File: src/rtl/agu_ntt_dual.sv
// Dual-direction (NTT/INTT) butterfly address generator: one issue per cycle, write-back delayed by PIPE_LAT.
// Optional INTT scaling pass is enabled with macro AGU_INTT_SCALE_EN.
module agu_ntt_dual #(
  parameter int N        = 256,
  parameter int LOGN     = $clog2(N),
  parameter int AW       = $clog2(N),
  parameter int PIPE_LAT = 4
) (
  input  logic          clk_i,
  input  logic          rst_ni,
  input  logic          start_i,
  input  logic          mode_i,
  input  logic          stall_i,
  output logic          busy_o,
  output logic          valid_o,
  output logic [AW-1:0] addr_a_o,
  output logic [AW-1:0] addr_b_o,
  output logic [AW-1:0] zeta_addr_o,
  output logic [AW-1:0] stage_o,
  output logic          wren_o,
  output logic [AW-1:0] wr_addr_a_o,
  output logic [AW-1:0] wr_addr_b_o,
  output logic          done_o,
  output logic          scale_o
);

  localparam int            NT     = (PIPE_LAT > 1) ? PIPE_LAT - 2 : 0;
  localparam logic [AW-1:0] B_LAST = AW'(N / 2 - 1);
  localparam logic [AW-1:0] S_LAST = AW'(LOGN - 1);
`ifdef AGU_INTT_SCALE_EN
  localparam logic [AW-1:0] C_LAST = AW'(N - 1);
`endif

  typedef enum logic [2:0] {
    IDLE,
    RUN,
    DRAIN,
    DONE
`ifdef AGU_INTT_SCALE_EN
    , SCALE
`endif
  } state_t;

  state_t        state_q;
  logic          mode_q;
  logic [AW-1:0] s_q;
  logic [AW-1:0] b_q;
  logic          last_q;

  logic          wr_vld_p  [PIPE_LAT];
  logic          wr_last_p [PIPE_LAT];
  logic [AW-1:0] wr_a_p    [PIPE_LAT];
  logic [AW-1:0] wr_b_p    [PIPE_LAT];

  logic [AW-1:0] lg;
  logic [AW:0]   len;
  logic [AW:0]   g;
  logic [AW:0]   off;
  logic [AW-1:0] a_n;
  logic [AW-1:0] b_n;
  logic [AW-1:0] kn;
  logic [AW-1:0] ki;
  logic          last_nt;

  // Butterfly geometry for the current (stage, index); widths carry one extra bit so N/len never wraps.
  always_comb begin
    lg  = mode_q ? s_q : (S_LAST - s_q);
    len = (AW+1)'(1) << lg;
    g   = {1'b0, b_q} >> lg;
    off = {1'b0, b_q} & (len - (AW+1)'(1));
    a_n = AW'((g << (lg + AW'(1))) | off);
    b_n = a_n + len[AW-1:0];
    kn  = AW'(((AW+1)'(1) << (S_LAST - lg)) + g);
    ki  = AW'(((AW+1)'(1) << (AW'(LOGN) - lg)) - (AW+1)'(1) - g);
  end

  // DONE must coincide with the last write, so look one slot ahead of the delay-line tail.
  assign last_nt     = (PIPE_LAT > 1) ? wr_last_p[NT] : last_q;
  assign wren_o      = wr_vld_p[PIPE_LAT-1];
  assign wr_addr_a_o = wr_a_p[PIPE_LAT-1];
  assign wr_addr_b_o = wr_b_p[PIPE_LAT-1];
  assign done_o      = wr_last_p[PIPE_LAT-1];

`ifdef AGU_INTT_SCALE_EN
  logic scale_q;
  assign scale_o = scale_q;
`else
  assign scale_o = 1'b0;
`endif

  always_ff @(posedge clk_i or negedge rst_ni) begin
    if (!rst_ni) begin
      state_q     <= IDLE;
      mode_q      <= 1'b0;
      s_q         <= '0;
      b_q         <= '0;
      last_q      <= 1'b0;
      busy_o      <= 1'b0;
      valid_o     <= 1'b0;
      addr_a_o    <= '0;
      addr_b_o    <= '0;
      zeta_addr_o <= '0;
      stage_o     <= '0;
`ifdef AGU_INTT_SCALE_EN
      scale_q     <= 1'b0;
`endif
      for (int i = 0; i < PIPE_LAT; i++) begin
        wr_vld_p[i]  <= 1'b0;
        wr_last_p[i] <= 1'b0;
        wr_a_p[i]    <= '0;
        wr_b_p[i]    <= '0;
      end
    end else begin
      // Write-back delay line: shifts every cycle, independent of stall.
      wr_vld_p[0]  <= valid_o;
      wr_last_p[0] <= last_q;
      wr_a_p[0]    <= addr_a_o;
      wr_b_p[0]    <= addr_b_o;
      for (int i = 1; i < PIPE_LAT; i++) begin
        wr_vld_p[i]  <= wr_vld_p[i-1];
        wr_last_p[i] <= wr_last_p[i-1];
        wr_a_p[i]    <= wr_a_p[i-1];
        wr_b_p[i]    <= wr_b_p[i-1];
      end

      valid_o <= 1'b0;
      last_q  <= 1'b0;
`ifdef AGU_INTT_SCALE_EN
      scale_q <= 1'b0;
`endif

      case (state_q)
        IDLE: begin
          if (start_i) begin
            mode_q  <= mode_i;
            s_q     <= '0;
            b_q     <= '0;
            busy_o  <= 1'b1;
            state_q <= RUN;
          end
        end
        RUN: begin
          if (!stall_i) begin
            valid_o     <= 1'b1;
            addr_a_o    <= a_n;
            addr_b_o    <= b_n;
            zeta_addr_o <= mode_q ? ki : kn;
            stage_o     <= s_q;
            if (b_q == B_LAST) begin
              b_q <= '0;
              if (s_q == S_LAST) begin
`ifdef AGU_INTT_SCALE_EN
                if (mode_q) begin
                  state_q <= SCALE;
                end else begin
                  last_q  <= 1'b1;
                  state_q <= DRAIN;
                end
`else
                last_q  <= 1'b1;
                state_q <= DRAIN;
`endif
              end else begin
                s_q <= s_q + AW'(1);
              end
            end else begin
              b_q <= b_q + AW'(1);
            end
          end
        end
`ifdef AGU_INTT_SCALE_EN
        SCALE: begin
          if (!stall_i) begin
            valid_o     <= 1'b1;
            scale_q     <= 1'b1;
            addr_a_o    <= b_q;
            addr_b_o    <= b_q;
            zeta_addr_o <= '0;
            if (b_q == C_LAST) begin
              last_q  <= 1'b1;
              state_q <= DRAIN;
            end else begin
              b_q <= b_q + AW'(1);
            end
          end
        end
`endif
        DRAIN: begin
          if (last_nt) state_q <= DONE;
        end
        DONE: begin
          busy_o  <= 1'b0;
          state_q <= IDLE;
        end
        default: state_q <= IDLE;
      endcase
    end
  end

endmodule
File: config.mk
export PLATFORM = sky130hd
export DESIGN_NAME = agu_ntt_dual
export DESIGN_NICKNAME = d
export VERILOG_FILES = /design/src/rtl/agu_ntt_dual.sv
export SDC_FILE = /design/constraint.sdc
export NUM_CORES = 1
export LEC_CHECK = 0
export BUFFER_PORTS_ARGS = -buffer_cell sky130_fd_sc_hd__buf_2
export CORE_MARGIN = 3
export CORE_UTILIZATION = 30
export CTS_CLUSTER_DIAMETER = 120
export CTS_CLUSTER_SIZE = 30
export DETAILED_ROUTE_END_ITERATION = 7
export PLACE_DENSITY_LB_ADDON = 0.08
export SLEW_MARGIN = 10
export SYNTH_ARGS = -nofsm -noshare
export SYNTH_HDL_FRONTEND = slang
export SYNTH_SLANG_ARGS = --single-unit
File: constraint.sdc
create_clock -name clk_i -period 9.89 [get_ports clk_i]
set_input_delay 0.989 -clock clk_i [delete_from_list [all_inputs] [get_ports clk_i]]
set_output_delay 0.989 -clock clk_i [all_outputs]
set_load 0.01 [all_outputs]
==> results of run 1 <==
==> layout make-up <==
cell class | instances | area [um2]
multi-input cells | 503 | 3380
clock buffers | 20 | 457
inverters | 25 | 93.8
clock inverters | 12 | 138
repair buffers | 63 | 339
fillers | 2297 | 14400
well taps | 280 | 350
flip-flops and latches | 126 | 3150
==> metrics by stage <==
step | cells | hold WS [ns] | setup slack (ns) | util
final | 1029 | 0.340 | 4.15 | 0.355
after global routing | 1029 | 0.342 | 3.61 | 0.355
after detailed placement | 997 | 0.335 | 4.23 | 0.328
after floorplan | 710 | 0.331 | 5.40 | -
after global placement | 997 | 0.331 | 4.50 | 0.328
after CTS | 1029 | 0.342 | 4.20 | 0.355
==> critical path: stages (launching register included) <==
cell      delay [ns]
dfrtp_1         0.69
clkinv_1        0.38
ha_1            0.40
nor2b_1         0.22
a221oi_4        0.50
nand3_2         0.39
a21oi_1         0.56
a21oi_1         0.18
o22ai_1         0.29
nand2_1         0.14
nand2_1         0.10
ha_1            0.26
a21oi_1         0.21
o21ai_0         0.16
o41ai_1         0.35
xnor2_1         0.24
nor3_1          0.08
a221oi_1        0.30
o211ai_1        0.13
==> final timing paths <==
path / startpoint / slack (ns) / end / cells after the start
max reg2reg: s_q[3] / 4.15 / addr_b_o[7] / 18
min: wr_b_p[24] / 0.34 / wr_b_p[16] / 0
min in group asynchronous: rst_ni / 0.49 / done_o / 1
max in group asynchronous: rst_ni / 8.01 / addr_a_o[6] / 2
max: s_q[3] / 4.15 / addr_b_o[7] / 18
min reg2reg: wr_b_p[24] / 0.34 / wr_b_p[16] / 0
==> report_power, final <==
part	total [uW]	internal, uW	switching [uW]	leakage (uW)
logic	1330	502	827	0.00181
registers	768	685	83.9	0.00166
clock network	620	386	234	0.000287
total	2720	1570	1150	0.00376
==> cell families after synthesis <==
kind of cell,share of synthesized area
simple gates,0.183
fa+ha+maj,0.0682
other cells,0.000541
mux,0.0500
buf+inv,0.0578
compound gates,0.130
flops,0.455
xor+xnor,0.0556
==> cells in the final DEF, fill, tap and decap left out, types with 8 or more instances in the layout <==
cell	count
dfrtp_1	126
nand2_1	80
nor2_1	65
buf_2	55
o21ai_0	42
ha_1	33
xnor2_1	24
nor3_1	23
inv_1	23
nand3_1	22
a21oi_1	22
xor2_1	20
mux2i_1	20
clkbuf_16	17
nor2b_1	14
a31oi_1	9
a21o_1	8
==> routing by layer <==
layer	part of all wire	vias up	wire length, um
li1	-	2502	-
met1	0.47	2579	8370
met2	0.48	123	8450
met3	0.039	13	689
met4	0.013	0	229
met5	0	-	0
==> sequential cells by signal, indices dropped and copies added, names as in the netlist, 2 cells and up <==
name / cells
s_q: 8
state_q: 2
wr_last_p: 2
wr_b_p: 24
stage_o: 8
b_q: 8
wr_vld_p: 3
wr_addr_b_o: 8
wr_a_p: 24
wr_addr_a_o: 8
addr_a_o: 8
addr_b_o: 8
zeta_addr_o: 8
==> impl_results.md, run 1 <==
- Drt via density: 5.07
- Grt total ovfl: 0
- Inserted Clock Buffers: 17
- Post-DP Area: 7320 um2
- Ys Warns: 0
- Arrival time worst endpoint: 6.01 ns
- Proportion of netlist area held by the largest area contributor: 0.455
- Cell accounting for the most synthesized area: dfrtp_1
- Post-DP HPWL: 12400 um
- H-tree depth: 4
- Cell count after synthesis: 710
- TritonCTS Sinks: 126
- Largest net degree at the start of global routing: 88
- Seq cells post-synth: 126
- Power Density: 344 nW/um2
- Slew Viols, Final: 0
- Post-route cell area: 7910 um2
- Number of global-route vias before repair: 5358
- CP endpoint kind: flip-flop
- Worst hold-check path type: reg -> reg
- Setup Viol. Count Final: 0
- IO Port Bufs: 56
- Wire length per cell: 17.2 um
- Most common cell in the netlist: dfrtp_1
- Vias: 5217
- Post-layout min period: 5.74 ns
- Die Ht: 158 um
- Row cnt: 54
- Clock tree buffer depth: 2
- WP data required: 10.16 ns
- Most frequent cells after synthesis: dfrtp_1 (126), nand2_1 (80), nor2_1 (65), o21ai_0 (42), ha_1 (33)
- Iter 0 DRT Violations: 349
- Total iterations of the first detailed-routing run: 5
- RSZ-0062 raised after global routing: no
- Synth Cell Area: 6930 um2
- Syn nets: 751
- Clock transition at the registers of the reported paths: 0.06 ns
- Worst-Margin Slew: 1.04 ns
- Die ar.: 25000 um2
- Resized cells post-CTS: 0
- Top Usage Layer GRT: met2
- Met1 usage: 0.200
- GR Util All Layers: 0.148
- Post-route DRC: 0
- Worst Path Max Fanout: 18
- Rel. slew slack: 0.304
- Initial antenna violation count: 0
- Syn avg cell area: 9.76 um2
- CTS tree: done
- Predominant post-synthesis flop cell: dfrtp_1
- Final wirelength: 17700 um
- Antenna-violating nets left: 0
- I/O pins: 58
- Final number of hold-violating endpoints: 0
- P_leak: 0.00376 uW
- Async S/R FF share, synth: 1.00
- Setup TNS: 0 ns
- Outcome: finished clean
- Critical path launch point type: flip-flop
- Met3 Use GR: 0.0306
- ANT cells: 0
- Met2 usage: 0.242
- Cell variety after synth: 74
- Post-synth EDFFs: 0
- Worst skew pair latency: 0.42 ns
- Crit Path Class: reg -> reg
- Core area: 22300 um2
- Area Overhead vs Synth: 14.1%
- Clock skew: 0.0184 ns
- Fmax: 174 MHz
- First-pass GRT wire length: 29000 um
- Final period utilization: 0.580
- Tot Pwr: 2720 uW
- Net count, final: 777
- VDD IR-drop max: 128 uV
- Synth area leaders: dfrtp_1 (45%), ha_1 (6.0%), nand2_1 (4.3%)
- Initial Util: 0.311
- Max-Cap Viols: 0
- Final Wtd Congestion: 0.847
- Share of post-route cells with drive strength above 1: 0.155
- Setup Fix Bufs, Post-CTS: 0
- Clock root buffer: clkbuf_16
- Die width: 158 um
- Share of the yosys chip area belonging to registers: 0.455
- Cts hold-fix bufs: 0
(Power assumes the default switching activity.)
==> run 2, diff against run 1 <==
- ABC_AREA: not set -> 1
- clock period: 9.89 -> 4.6 ns (I/O delays scaled with it)
==> run 2 against run 1 <==
Die area decreased by 4.4%. Cell count is 5.4% higher. Wire length down 10%. Worst setup slack worse by 3.7 ns. Sequential share of layout area increased by 1.2 points.
==> impl_results.md, run 2 <==
- Proportion of netlist area held by the largest area contributor: 0.477 (was 0.455)
- Core area: 21400 um2 (was 22300 um2)
- Slew Viols, Final: 0 (unchanged)
- Final Wtd Congestion: 0.850 (was 0.847)
- I/O pins: 58 (unchanged)
- Syn nets: 788 (was 751)
- Cell count after synthesis: 747 (was 710)
- Post-DP HPWL: 11700 um (was 12400 um)
- Arrival time worst endpoint: 4.49 ns (was 6.01 ns)
- Worst hold-check path type: in -> async (was reg -> reg)
- ANT cells: 0 (unchanged)
- Cell variety after synth: 48 (was 74)
- Row cnt: 53 (was 54)
- Initial antenna violation count: 0 (unchanged)
- Clock transition at the registers of the reported paths: 0.06 ns (about the same)
- Final wirelength: 15900 um (was 17700 um)
- Cell accounting for the most synthesized area: dfrtp_1 (unchanged)
- CTS tree: done (unchanged)
- Outcome: finished clean (unchanged)
- Post-layout min period: 4.19 ns (was 5.74 ns)
- Die ar.: 23900 um2 (was 25000 um2)
- Final period utilization: 0.911 (was 0.580)
- Rel. slew slack: 0.469 (was 0.304)
- Antenna-violating nets left: 0 (unchanged)
- Most frequent cells in the layout: nand2_1 (142), dfrtp_1 (125), nor2_1 (84), inv_1 (73), buf_2 (55) (was dfrtp_1 (126), nand2_1 (80), nor2_1 (65), buf_2 (55), o21ai_0 (42))
- Worst skew pair latency: 0.42 ns (about the same)
- Share of the yosys chip area belonging to registers: 0.477 (was 0.455)
- Grt total ovfl: 0 (unchanged)
- Clock root buffer: clkbuf_16 (unchanged)
- Iter 0 DRT Violations: 255 (was 349)
- Crit Path Class: reg -> reg (unchanged)
- Drt via density: 4.63 (was 5.07)
- Clock tree buffer depth: 2 (unchanged)
- Synth area leaders: dfrtp_1 (48%), nand2_1 (8.1%), ha_1 (6.2%) (was dfrtp_1 (45%), ha_1 (6.0%), nand2_1 (4.3%))
- Largest net degree at the start of global routing: 88 (unchanged)
- Worst path max stage delay: 0.50 ns (was 0.69 ns)
- Post-synth EDFFs: 0 (unchanged)
- Area Overhead vs Synth: 16.1% (was 14.1%)
- Worst reg2reg path depth: 30 (was 18)
- Most common cell after layout, fill and taps aside: nand2_1 (was dfrtp_1)
- Net count, final: 838 (was 777)
- Worst Path Max Fanout: 14 (was 18)
- Critical path launch point type: flip-flop (unchanged)
- CP dominant cell by count: nand2_1 (was a21oi_1)
- Worst-Margin Slew: 0.797 ns (was 1.04 ns)
- Clock skew: 0.0125 ns (was 0.0184 ns)
- Predominant post-synthesis flop cell: dfrtp_1 (unchanged)
- Seq cells post-synth: 126 (unchanged)
- Wire length per cell: 14.7 um (was 17.2 um)
- Most common cell in the netlist: nand2_1 (was dfrtp_1)
- Fmax: 239 MHz (was 174 MHz)
- Ys Warns: 0 (unchanged)
- Post-route DRC: 0 (unchanged)
- Die width: 154 um (was 158 um)
- Final std cells w/o fill: 1085 (was 1029)
- Inserted Clock Buffers: 17 (unchanged)
- IO Port Bufs: 56 (unchanged)
- Async S/R FF share, synth: 1.00 (unchanged)
- CP max stage cell: dfrtp_2 (was dfrtp_1)
- Most frequent cells after synthesis: nand2_1 (142), dfrtp_1 (126), nor2_1 (89), inv_1 (74), nand3_1 (39) (was dfrtp_1 (126), nand2_1 (80), nor2_1 (65), o21ai_0 (42), ha_1 (33))
- Top Registers: wr_a_p: 24 flops, wr_b_p: 24 flops (unchanged)
- Syn avg cell area: 8.85 um2 (was 9.76 um2)
- Die Ht: 154 um (was 158 um)
- Synth Cell Area: 6610 um2 (was 6930 um2)
- Setup Viol. Count Final: 0 (unchanged)
- Max-Cap Viols: 0 (unchanged)
- GR Util All Layers: 0.138 (was 0.148)
- Number of global-route vias before repair: 4982 (was 5358)
- Initial Util: 0.310 (was 0.311)
- Total iterations of the first detailed-routing run: 5 (unchanged)
- Vias: 5023 (was 5217)
- Final number of hold-violating endpoints: 0 (unchanged)
- WP data required: 4.90 ns (was 10.16 ns)
- TritonCTS Sinks: 126 (unchanged)
- First-pass GRT wire length: 26200 um (was 29000 um)
- H-tree depth: 4 (unchanged)
- CP endpoint kind: flip-flop (unchanged)
- Share of post-route cells with drive strength above 1: 0.202 (was 0.155)
- Cells after DPL: 1050 (was 997)
[run 2: logic make-up after synthesis]
logic type               after synthesis  synth area share
other                                  1          0.000567
adder cells (fa/ha/maj)               36            0.0715
AO/OA/AOI/OAI                        102            0.0918
buffers and inverters                124            0.0906
XOR/XNOR                              17            0.0310
AND/OR/NAND/NOR                      341             0.238
flip-flops                           126             0.477
[run 2: layout make-up]
class	count	area, um2
fill	2234	13700
clock buffer	19	443
multi-input combinational	497	2890
clock inverter	13	131
timing repair buffer	68	389
sequential	126	3150
inverter	87	332
tap	275	344
[run 2: routing by layer]
metal / GRT usage / routed length [um]
met3: 0.0283 / 681
met2: 0.228 / 7500
met5: 0 / 0
met1: 0.184 / 7530
met4: 0.0437 / 221
[run 2: worst max-delay path: cells and delay by family (launching register included)]
family	cells	cell delay, ns
adder cells (fa/ha/maj)	1	0.26
XOR/XNOR	1	0.16
AO/OA/AOI/OAI	4	0.56
flip-flops	1	0.50
AND/OR/NAND/NOR	22	2.21
buffers and inverters	2	0.40
[run 2: repair_timing]
item                                    CTS  global route
hold buffers                              0             0
endpoints found under the setup margin    0             3
resized for setup                         0             9
buffers inserted                          0             3
[run 2: worst paths after layout]
path	start	end	slack, ns
max reg2reg	mode_q	addr_b_o[7]	0.41
min	rst_ni	wr_addr_b_o[7]	0.11
min in group clk_i	mode_i	mode_q	0.30
max	mode_q	addr_b_o[7]	0.41
min reg2reg	wr_a_p[25]	wr_a_p[17]	0.34
max in group asynchronous	rst_ni	wr_a_p[31]	3.44
[run 2: metrics by stage]
stage / worst slack [ns] / TNS [ns] / hold WS (ns) / instance area [um2] / util
2_1_floorplan: 0.691 / 0 / 0.164 / 6610 / -
3_3_place_gp: 0.181 / 0 / 0.332 / 7050 / 0.330
3_5_place_dp: 0.0830 / 0 / 0.335 / 7050 / 0.330
4_1_cts: 0.0687 / 0 / 0.148 / 7620 / 0.357
5_1_grt: -0.00432 / -0.00432 / 0.178 / 7680 / 0.360
6_report: 0.409 / 0 / 0.108 / 7680 / 0.360
Power of run 2 is left out: the tool's default activity adds up to more than one toggle a clock period on the data nets, which glitch-free logic cannot reach.
